File: config.mk
export PLATFORM = sky130hd
export DESIGN_NAME = video_timing
export DESIGN_NICKNAME = d
export VERILOG_FILES = /design/src/rtl/video_timing_pkg.sv /design/src/rtl/vt_axis.sv /design/src/rtl/video_timing.sv
export SDC_FILE = /design/constraint.sdc
export NUM_CORES = 1
export LEC_CHECK = 0
export ABC_CLOCK_PERIOD_IN_PS = 3100
export CAP_MARGIN = 30
export CELL_PAD_IN_SITES_DETAIL_PLACEMENT = 1
export CELL_PAD_IN_SITES_GLOBAL_PLACEMENT = 1
export CORE_MARGIN = 2
export CORE_UTILIZATION = 43
export DETAILED_ROUTE_END_ITERATION = 10
export GPL_TIMING_DRIVEN = 1
export PLACE_DENSITY_LB_ADDON = 0.1
export RECOVER_POWER = 50
export SYNTH_ARGS = -nofsm -noshare
export SYNTH_HDL_FRONTEND = slang
export SYNTH_SLANG_ARGS = --single-unit
File: constraint.sdc
create_clock -name CLK -period 3.1 [get_ports CLK]
set_clock_uncertainty 0.2 [all_clocks]
set_input_delay 0.62 -clock CLK [delete_from_list [all_inputs] [get_ports CLK]]
set_output_delay 0.62 -clock CLK [all_outputs]
set_load 0.05 [all_outputs]
File: src/rtl/video_timing_pkg.sv
// Shared 800x600@60 raster constants and counter widths for the video timing generator.
package video_timing_pkg;

  localparam int DEF_H_VISIBLE = 800;
  localparam int DEF_H_FRONT   = 40;
  localparam int DEF_H_SYNC    = 128;
  localparam int DEF_H_BACK    = 88;
  localparam int DEF_V_VISIBLE = 600;
  localparam int DEF_V_FRONT   = 1;
  localparam int DEF_V_SYNC    = 4;
  localparam int DEF_V_BACK    = 23;
  localparam int DEF_PREFETCH  = 64;

  localparam int DEF_H_TOTAL = DEF_H_VISIBLE + DEF_H_FRONT + DEF_H_SYNC + DEF_H_BACK;
  localparam int DEF_V_TOTAL = DEF_V_VISIBLE + DEF_V_FRONT + DEF_V_SYNC + DEF_V_BACK;

  localparam int H_W = 11;
  localparam int V_W = 10;

endpackage

File: src/rtl/vt_axis.sv
// One raster axis: wrapping position counter plus registered visible/sync region flags.
// The flags are decoded from the next count so they stay aligned with count.
module vt_axis #(
  parameter int VISIBLE = 800,
  parameter int FRONT   = 40,
  parameter int SYNC    = 128,
  parameter int BACK    = 88,
  parameter int W       = 11
) (
  input  logic         CLK,
  input  logic         nRESET,
  input  logic         enable,
  output logic [W-1:0] count,
  output logic         wrap,
  output logic         visible,
  output logic         sync_active
);

  localparam int            TOTAL    = VISIBLE + FRONT + SYNC + BACK;
  localparam logic [W-1:0]  LAST     = W'(TOTAL - 1);
  // One extra bit so a region ending exactly at 2**W still compares correctly.
  localparam logic [W:0]    VIS_END  = (W+1)'(VISIBLE);
  localparam logic [W:0]    SYNC_BEG = (W+1)'(VISIBLE + FRONT);
  localparam logic [W:0]    SYNC_END = (W+1)'(VISIBLE + FRONT + SYNC);

  logic [W-1:0] count_next;
  logic [W:0]   next_ext;

  assign wrap     = enable && (count == LAST);
  assign next_ext = {1'b0, count_next};

  always_comb begin
    count_next = count;
    if (wrap) begin
      count_next = '0;
    end else if (enable) begin
      count_next = count + 1'b1;
    end
  end

  always_ff @(posedge CLK or negedge nRESET) begin
    if (!nRESET) begin
      count       <= '0;
      visible     <= (VIS_END != '0);
      sync_active <= (SYNC_BEG == '0) && (SYNC_END != '0);
    end else begin
      count       <= count_next;
      visible     <= (next_ext < VIS_END);
      sync_active <= (next_ext >= SYNC_BEG) && (next_ext < SYNC_END);
    end
  end

endmodule

File: src/rtl/video_timing.sv
// Raster timing generator: sync/DE/coordinates, line prefetch requests and frame events.
// Every output is a register holding the decode of the previous counter value.
module video_timing
  import video_timing_pkg::*;
#(
  parameter int H_VISIBLE = DEF_H_VISIBLE,
  parameter int H_FRONT   = DEF_H_FRONT,
  parameter int H_SYNC    = DEF_H_SYNC,
  parameter int H_BACK    = DEF_H_BACK,
  parameter int V_VISIBLE = DEF_V_VISIBLE,
  parameter int V_FRONT   = DEF_V_FRONT,
  parameter int V_SYNC    = DEF_V_SYNC,
  parameter int V_BACK    = DEF_V_BACK,
  parameter bit H_POL     = 1'b1,
  parameter bit V_POL     = 1'b1,
  parameter int PREFETCH  = DEF_PREFETCH
) (
  input  logic           CLK,
  input  logic           nRESET,
  output logic           HSYNC,
  output logic           VSYNC,
  output logic           DE,
  output logic [H_W-1:0] X,
  output logic [V_W-1:0] Y,
  output logic           LINE_START,
  output logic           FRAME_START,
  output logic           VBLANK,
  output logic           FETCH_REQ,
  output logic [V_W-1:0] FETCH_LINE
);

  localparam int H_TOTAL = H_VISIBLE + H_FRONT + H_SYNC + H_BACK;
  localparam int V_TOTAL = V_VISIBLE + V_FRONT + V_SYNC + V_BACK;

  if (H_TOTAL > (1 << H_W) || V_TOTAL > (1 << V_W) ||
      PREFETCH <= 0 || PREFETCH > H_FRONT + H_SYNC + H_BACK) begin : g_bad_params
    $error("video_timing: illegal timing parameter set");
  end

  localparam logic [H_W-1:0] FETCH_H  = H_W'(H_TOTAL - PREFETCH);
  localparam logic [V_W-1:0] V_VIS    = V_W'(V_VISIBLE);
  localparam logic [V_W-1:0] V_PRELST = V_W'(V_VISIBLE - 1);
  localparam logic [V_W-1:0] V_LAST   = V_W'(V_TOTAL - 1);

  logic [H_W-1:0] h;
  logic [V_W-1:0] v;
  logic           h_wrap, h_vis, h_sync;
  logic           v_wrap_unused, v_vis, v_sync;
  logic           fetch_hit;
  logic [V_W-1:0] fetch_next;

  vt_axis #(
    .VISIBLE(H_VISIBLE), .FRONT(H_FRONT), .SYNC(H_SYNC), .BACK(H_BACK), .W(H_W)
  ) u_h_axis (
    .CLK(CLK), .nRESET(nRESET), .enable(1'b1),
    .count(h), .wrap(h_wrap), .visible(h_vis), .sync_active(h_sync)
  );

  vt_axis #(
    .VISIBLE(V_VISIBLE), .FRONT(V_FRONT), .SYNC(V_SYNC), .BACK(V_BACK), .W(V_W)
  ) u_v_axis (
    .CLK(CLK), .nRESET(nRESET), .enable(h_wrap),
    .count(v), .wrap(v_wrap_unused), .visible(v_vis), .sync_active(v_sync)
  );

  // Request only when the following line is visible; the last blank line fetches line 0.
  assign fetch_hit  = (h == FETCH_H) && ((v < V_PRELST) || (v == V_LAST));
  assign fetch_next = (v == V_LAST) ? '0 : v + 1'b1;

  always_ff @(posedge CLK or negedge nRESET) begin
    if (!nRESET) begin
      HSYNC       <= !H_POL;
      VSYNC       <= !V_POL;
      DE          <= 1'b0;
      X           <= '0;
      Y           <= '0;
      LINE_START  <= 1'b0;
      FRAME_START <= 1'b0;
      VBLANK      <= 1'b0;
      FETCH_REQ   <= 1'b0;
      FETCH_LINE  <= '0;
    end else begin
      HSYNC       <= h_sync ? H_POL : !H_POL;
      VSYNC       <= v_sync ? V_POL : !V_POL;
      DE          <= h_vis && v_vis;
      X           <= h;
      Y           <= v;
      LINE_START  <= (h == '0) && v_vis;
      FRAME_START <= (h == '0) && (v == '0);
      VBLANK      <= (h == '0) && (v == V_VIS);
      FETCH_REQ   <= fetch_hit;
      if (fetch_hit) begin
        FETCH_LINE <= fetch_next;
      end
    end
  end

endmodule

==> flow_summary.toml, run 1 <==
[final_layout]
nets = 299
most-common-layout-cells = "61 x dfrtp_1, 38 x clkdlybuf4s50_1, 24 x nand2_1"
areaGrowthSynthToFinish_pct = 20.4
layout.cells.non_filler = 375
utilization = 0.540
regArea_mm2 = 0.00158
drive_above_1_share = 0.141
final_area_mm2 = 0.00345
fill_cells = 691
diodes = 0
layout_commonest_cell = "dfrtp_1"
multi_input_area_mm2 = 0.00115

[logic_synthesis]
netlist_area_mm2 = 0.00286
synth_area_leader_cell = "dfrtp_1"
yosysTopAreaCellShare = 0.533
syn_nets = 260
synth_top_family_by_area = "simple AND/OR/NAND/NOR gates"
yosys-top-cells-area = "dfrtp_1 53%, mux2_2 3.9%, xnor2_1 3.7%"
ys_ff_latch = 63
synth_edf_count = 0
synth_cells = 254
synth_warnings = 0
synth.distinct_cells = 53
synth-compound-area-share = 0.111
yosysSeqAreaShare = 0.551
muxShareOfSynthArea = 0.0393
synth-simple-area-share = 0.173
async_flop_share = 1.00
ys.flop_type = "dfrtp_1"
synthXorXnorAreaFrac = 0.0612
synth_fa_ha_area_frac = 0.0175
avgSynthCellArea_um2 = 11.3

[clocking]
clkLatencyLatePin_ps = 330
cts_setup_buffers = 0
cts_tree = "built"
clockBufferDepth = 2
path_clk_slew_ps = 60
cts_resized = 0
cts_sinks = 63
cts_root_buffer = "clkbuf_8"
cts_hold_buf = 0
htree_levels = 3
cts_buffers = 9

[die]
dieArea_mm2 = 0.00733
die_y_um = 85.6
die_width_um = 85.6
core_mm2 = 0.00639
rows = 29
initial_utilization = 0.448
num_io_pins = 40

[routing]
drtAntennaViolNets = 0
drt-total-wl_um = 6100
met2_length_um = 2750
drc = 0
via_per_inst = 5.38
avgRoutedWirePerCell_um = 16.3
met1Wirelength_um = 2980
topRoutingLayerUsed = "met4"
num_vias = 2019
dr_wl_met3_um = 262
drtPass1Iterations = 4
drtIter0Drc = 75

[power]
power_mw = 1.46
p_leak_nw = 1.48
seqPwrFrac = 0.563
p_per_area_mw_per_mm2 = 424
combinationalPowerShare = 0.011
p_sw_frac = 0.208
clockPowerShare = 0.427
p_switching_mw = 0.304
p_int_mw = 1.16
peakVddDrop_mv = 0.258

[timing]
timing.final.crit_share = 0.889
tns_ps = 0
relSlewSlack = 0.0191
drv_slew = 0
fin_ws_ps = 345
rsz0062_at_grt = "false"
final_hold_viol_count = 0
tightest_slew_ps = 1470
finalCriticalPeriod_ps = 2750
hold_ws_ps = 148
setup_viol = 0
maxClockFrequency_mhz = 363

[setup_path]
crit_path_start_kind = "flip-flop"
cp_max_fo = 11
path_class = "reg -> reg"
cp_data_arrival_time_ps = 2770
rr_worst_depth = 7
cp.required_ps = 3120
endpoint_kind = "flip-flop"

[status]
status = "finished, final reports clean"

[global_routing]
grt_max_degree = 36
first_global_vias = 2114
grt_antenna_before_repair = 0
grt-ovfl-total = 0
grt_first_pass_wirelength_um = 10400
track_usage = 0.182

[placed_design]
hpwlAfterDp_um = 4270
place_congestion = 0.816
pre_cts_slack_ps = 408
io_buffers = 39
dp_cells = 359
dpl-instance-area_mm2 = 0.00330

[worst_hold_path]
min_path_type = "reg -> reg"
hold_depth = 0

[flow_run]
drv_cap = 0
==> final cells by class <==
| cell class | count | share of cell area |
|---|---|---|
| clock buffers | 15 | 0.0482 |
| clock inverters | 1 | 0.00145 |
| inverters | 8 | 0.00871 |
| multi-input cells | 166 | 0.334 |
| flip-flops and latches | 63 | 0.458 |
| well taps | 77 | 0.0279 |
| repair buffers | 45 | 0.122 |
==> Yosys cell counts (2+ instances only) <==
cell and count:
a211oi_1 2, a21oi_1 6, a31oi_1 5, and2_1 3
buf_2 4, clkbuf_1 8, clkbuf_8 2, dfrtp_1 61
dfstp_2 2, ha_1 4, inv_1 8, mux2_2 10
nand2_1 24, nand3_1 10, nor2_1 22, nor2b_1 2
nor3_1 5, nor3b_1 2, nor3b_2 2, nor4_1 3
nor4_4 2, o21ai_0 8, o22ai_1 4, o31ai_1 5
or3_1 3, or4_4 2, xnor2_1 12, xor2_1 8
==> state kept, by name, indices dropped and copies added (netlist names) <==
name                  cells
DE                        1
u_h_axis.sync_active      1
VBLANK                    1
VSYNC                     1
HSYNC                     1
u_h_axis.visible          1
FRAME_START               1
X                        11
u_h_axis.count           11
FETCH_REQ                 1
u_v_axis.visible          1
FETCH_LINE               10
Y                        10
u_v_axis.count           10
u_v_axis.sync_active      1
LINE_START                1
==> layer usage <==
| metal | up-vias | track usage |
|---|---|---|
| li1 | 967 | - |
| met1 | 984 | 0.256 |
| met2 | 54 | 0.272 |
| met3 | 14 | 0.0510 |
| met4 | 0 | 0.0649 |
| met5 | - | 0 |
==> cell families (layout without fill, tap and decap cells) <==
family | count (synthesis) | after routing
AOI/OAI and AO/OA | 43 | 43
adders and majority gates | 4 | 4
buffers and inverters | 25 | 69
DFF | 63 | 63
muxes | 10 | 10
xor gates and xnor gates | 20 | 20
and+or+nand+nor | 89 | 89
==> final timing paths <==
kind,start,end,slack (ps)
hold reg to reg,u_v_axis.sync_active,VSYNC,150
setup / recovery,u_v_axis.count[0],FETCH_LINE[7],350
setup reg to reg,u_v_axis.count[0],FETCH_LINE[7],350
min in group asynchronous,nRESET,X[8],420
hold / removal,u_v_axis.sync_active,VSYNC,150
max in group asynchronous,nRESET,Y[0],750
==> critical path, cell delays in order, from the launching register on <==
cell	delay [ps]
dfrtp_1	520
ha_1	390
nand2_1	170
o22a_1	210
o221ai_1	200
nand2_1	90
a211o_1	500
mux2_2	350
==> power by group through the flow <==
stage	Combinational, mW	Clock, mW	Sequential, mW
floorplan	0.000000451	0	0.838
global placement	0.0196	0	0.837
detailed placement	0.0202	0	0.837
CTS	0.0202	0.641	0.822
global route	0.0192	0.674	0.822
finish	0.0155	0.623	0.822
Power figures use the tool's default switching activity.
==> inputs of run 2 (changes only) <==
- ABC_AREA: not set -> 1
- CORE_UTILIZATION: 43 -> 40
- SETUP_SLACK_MARGIN: not set -> 0.05
- SKIP_LAST_GASP: not set -> 1
==> run 2 against run 1 <==
Net effect:
- first-iteration DRC count decreased by 2.7%
- flip-flop and latch count is the same
- hold slack gained 9.6 ps
- register-to-register slack improved by 640 ps
- utilization is 3.3 points lower
- critical path type is now reg -> out
- critical endpoint is now FETCH_LINE[5]
==> flow_summary.toml, run 2 <==
[timing]
drv_slew = 0
relSlewSlack = 0.208
final_hold_viol_count = 0
maxClockFrequency_mhz = 431
tightest_slew_ps = 1190
timing.final.crit_share = 0.748
setup_viol = 0
tns_ps = 0
hold_ws_ps = 158
finalCriticalPeriod_ps = 2320
rsz0062_at_grt = "false"

[clocking]
htree_levels = 3
path_clk_slew_ps = 60
cts_sinks = 63
cts_resized = 0
clkLatencyLatePin_ps = 340
cts_buffers = 9
clockBufferDepth = 2
cts_tree = "built"
cts_setup_buffers = 0
cts_hold_buf = 0
cts_root_buffer = "clkbuf_8"

[logic_synthesis]
synth_fa_ha_area_frac = 0.0182
avgSynthCellArea_um2 = 8.77
ys.flop_type = "dfrtp_1"
async_flop_share = 1.00
synth_top_family_by_area = "simple AND/OR/NAND/NOR gates"
syn_nets = 319
synth-compound-area-share = 0.0529
synthXorXnorAreaFrac = 0.00638
yosys-top-cells-area = "dfrtp_1 56%, nand2_1 12%, inv_1 6.0%"
muxShareOfSynthArea = 0
synthTopCellsByCount = "91 x nand2_1, 61 x dfrtp_1, 44 x inv_1"
synth_warnings = 0
synth_edf_count = 0
yosysSeqAreaShare = 0.575
ys_ff_latch = 63
yosysMostFrequentCell = "nand2_1"
yosysTopAreaCellShare = 0.556
netlist_area_mm2 = 0.00274
synth-simple-area-share = 0.275
synth_cells = 313
synth.distinct_cells = 29
synth_area_leader_cell = "dfrtp_1"

[global_routing]
first_global_vias = 2099
grt_antenna_before_repair = 0
track_usage = 0.189
grt_max_degree = 26
grt-ovfl-total = 0
grt_first_pass_wirelength_um = 10700

[routing]
dr_wl_met3_um = 257
drtIter0Drc = 73
drt-total-wl_um = 6440
num_vias = 2136
drtPass1Iterations = 4
avgRoutedWirePerCell_um = 14.4
topRoutingLayerUsed = "met4"
met2_length_um = 2770
via_per_inst = 4.77
met1Wirelength_um = 3320
drc = 0
drtAntennaViolNets = 0

[final_layout]
multi_input_area_um2 = 963
layout_commonest_cell = "nand2_1"
areaGrowthSynthToFinish_pct = 24.3
nets = 369
layout.cells.non_filler = 448
fill_cells = 807
regArea_mm2 = 0.00158
final_area_mm2 = 0.00341
drive_above_1_share = 0.0870
reg_top3 = "X x11, u_h_axis.count x11"
diodes = 0
most-common-layout-cells = "92 x nand2_1, 61 x dfrtp_1, 44 x inv_1"

[status]
status = "finished, final reports clean"

[setup_path]
crit_start = "FETCH_LINE[5]"
cp_max_fo = 2
rr_worst_depth = 11
crit_cells = 1
critPathMaxStageDelay_ps = 800
crit_path_start_kind = "flip-flop"
path_class = "reg -> out"
worst-path-buf-inv = 1
endpoint_kind = "output port"
r2r_setup_slack_ps = 990
cp_data_arrival_time_ps = 1500
cp.required_ps = 2280
crit_family = "buffers and inverters"
reg2reg_from = "u_h_axis.count[0]"
cp_cell_sequence = "clkdlybuf4s50_1"
reg2reg_to = "u_v_axis.sync_active"
cp-endpoint = "FETCH_LINE[5]"
cp_slowest_cell = "clkdlybuf4s50_1"

[worst_hold_path]
min_path_type = "reg -> reg"

[placed_design]
dpl-instance-area_mm2 = 0.00323
place_congestion = 0.894
dp_cells = 432
hpwlAfterDp_um = 4880
io_buffers = 39

[die]
num_io_pins = 40
initial_utilization = 0.408
dieArea_mm2 = 0.00754
rows = 30
die_width_um = 86.8
die_y_um = 86.8
core_mm2 = 0.00672

[power]
power_mw = 1.53
p_leak_nw = 1.75
p_per_area_mw_per_mm2 = 449
peakVddDrop_mv = 0.200

[flow_run]
drv_cap = 0
## run 2: cell count changes in the layout (fill, tap and decap cells not counted), sizes merged, moves of 12 or more
| cell | delta |
|---|---|
| nor2 | +14 |
| inv | +38 |
| o21ai | +12 |
| xnor2 | -12 |
| nand2 | +74 |
## run 2: per-layer routing
| layer | vias to the layer above | GRT usage |
|---|---|---|
| met3 | 10 | 0.0457 |
| met5 | - | 0 |
| li1 | 1070 | - |
| met4 | 0 | 0.0724 |
| met2 | 39 | 0.266 |
| met1 | 1017 | 0.280 |
## run 2: worst min path at each step
stage                        to  cells after the start            startpoint  slack [ps]
after CTS                  X[4]                      1                nRESET          30
after floorplan              DE                      0                nRESET         120
final                     VSYNC                      0  u_v_axis.sync_active         160
after detailed placement  HSYNC                      0  u_h_axis.sync_active         140
after global routing      VSYNC                      0  u_v_axis.sync_active         170
after global placement    HSYNC                      0  u_h_axis.sync_active         140
## run 2: worst register-to-register path, cell delays in order (launching register included)
cell and delay (ps):
dfrtp_1 400, ha_1 190, nand2_1 130, nor2_4 230, nand2_4 90, nor2_8 160
inv_4 110, o21ai_2 160, nand2_1 80, nor2_1 110, nand3_1 80, nor2_1 100
## run 2: area by class of cell
type / instances / area share
sequential: 63 / 0.463
timing repair buffer: 41 / 0.116
multi-input combinational: 200 / 0.282
tap: 80 / 0.0293
clock buffer: 12 / 0.0426
clock inverter: 4 / 0.0132
inverter: 48 / 0.0536
## run 2: report_power, final
group	switching [mW]	internal, mW	leakage [nW]	total [mW]
logic	0.0154	0.00135	0.808	0.0168
registers	0	0.822	0.843	0.822
clock network	0.303	0.390	0.100	0.693
## run 2: cells by family (layout without fill, tap and decap cells)
group | Yosys count | count (layout)
xor gates and xnor gates | 2 | 2
and+or+nand+nor | 169 | 169
buffers and inverters | 50 | 105
DFF | 63 | 63
adders and majority gates | 4 | 4
AOI/OAI and AO/OA | 25 | 25
## run 2: per-stage QoR
step	setup slack, ps	utilization
3_5_place_dp	1030	0.480
5_1_grt	610	0.508
3_3_place_gp	1080	0.480
2_1_floorplan	1260	-
6_report	782	0.508
4_1_cts	770	0.509
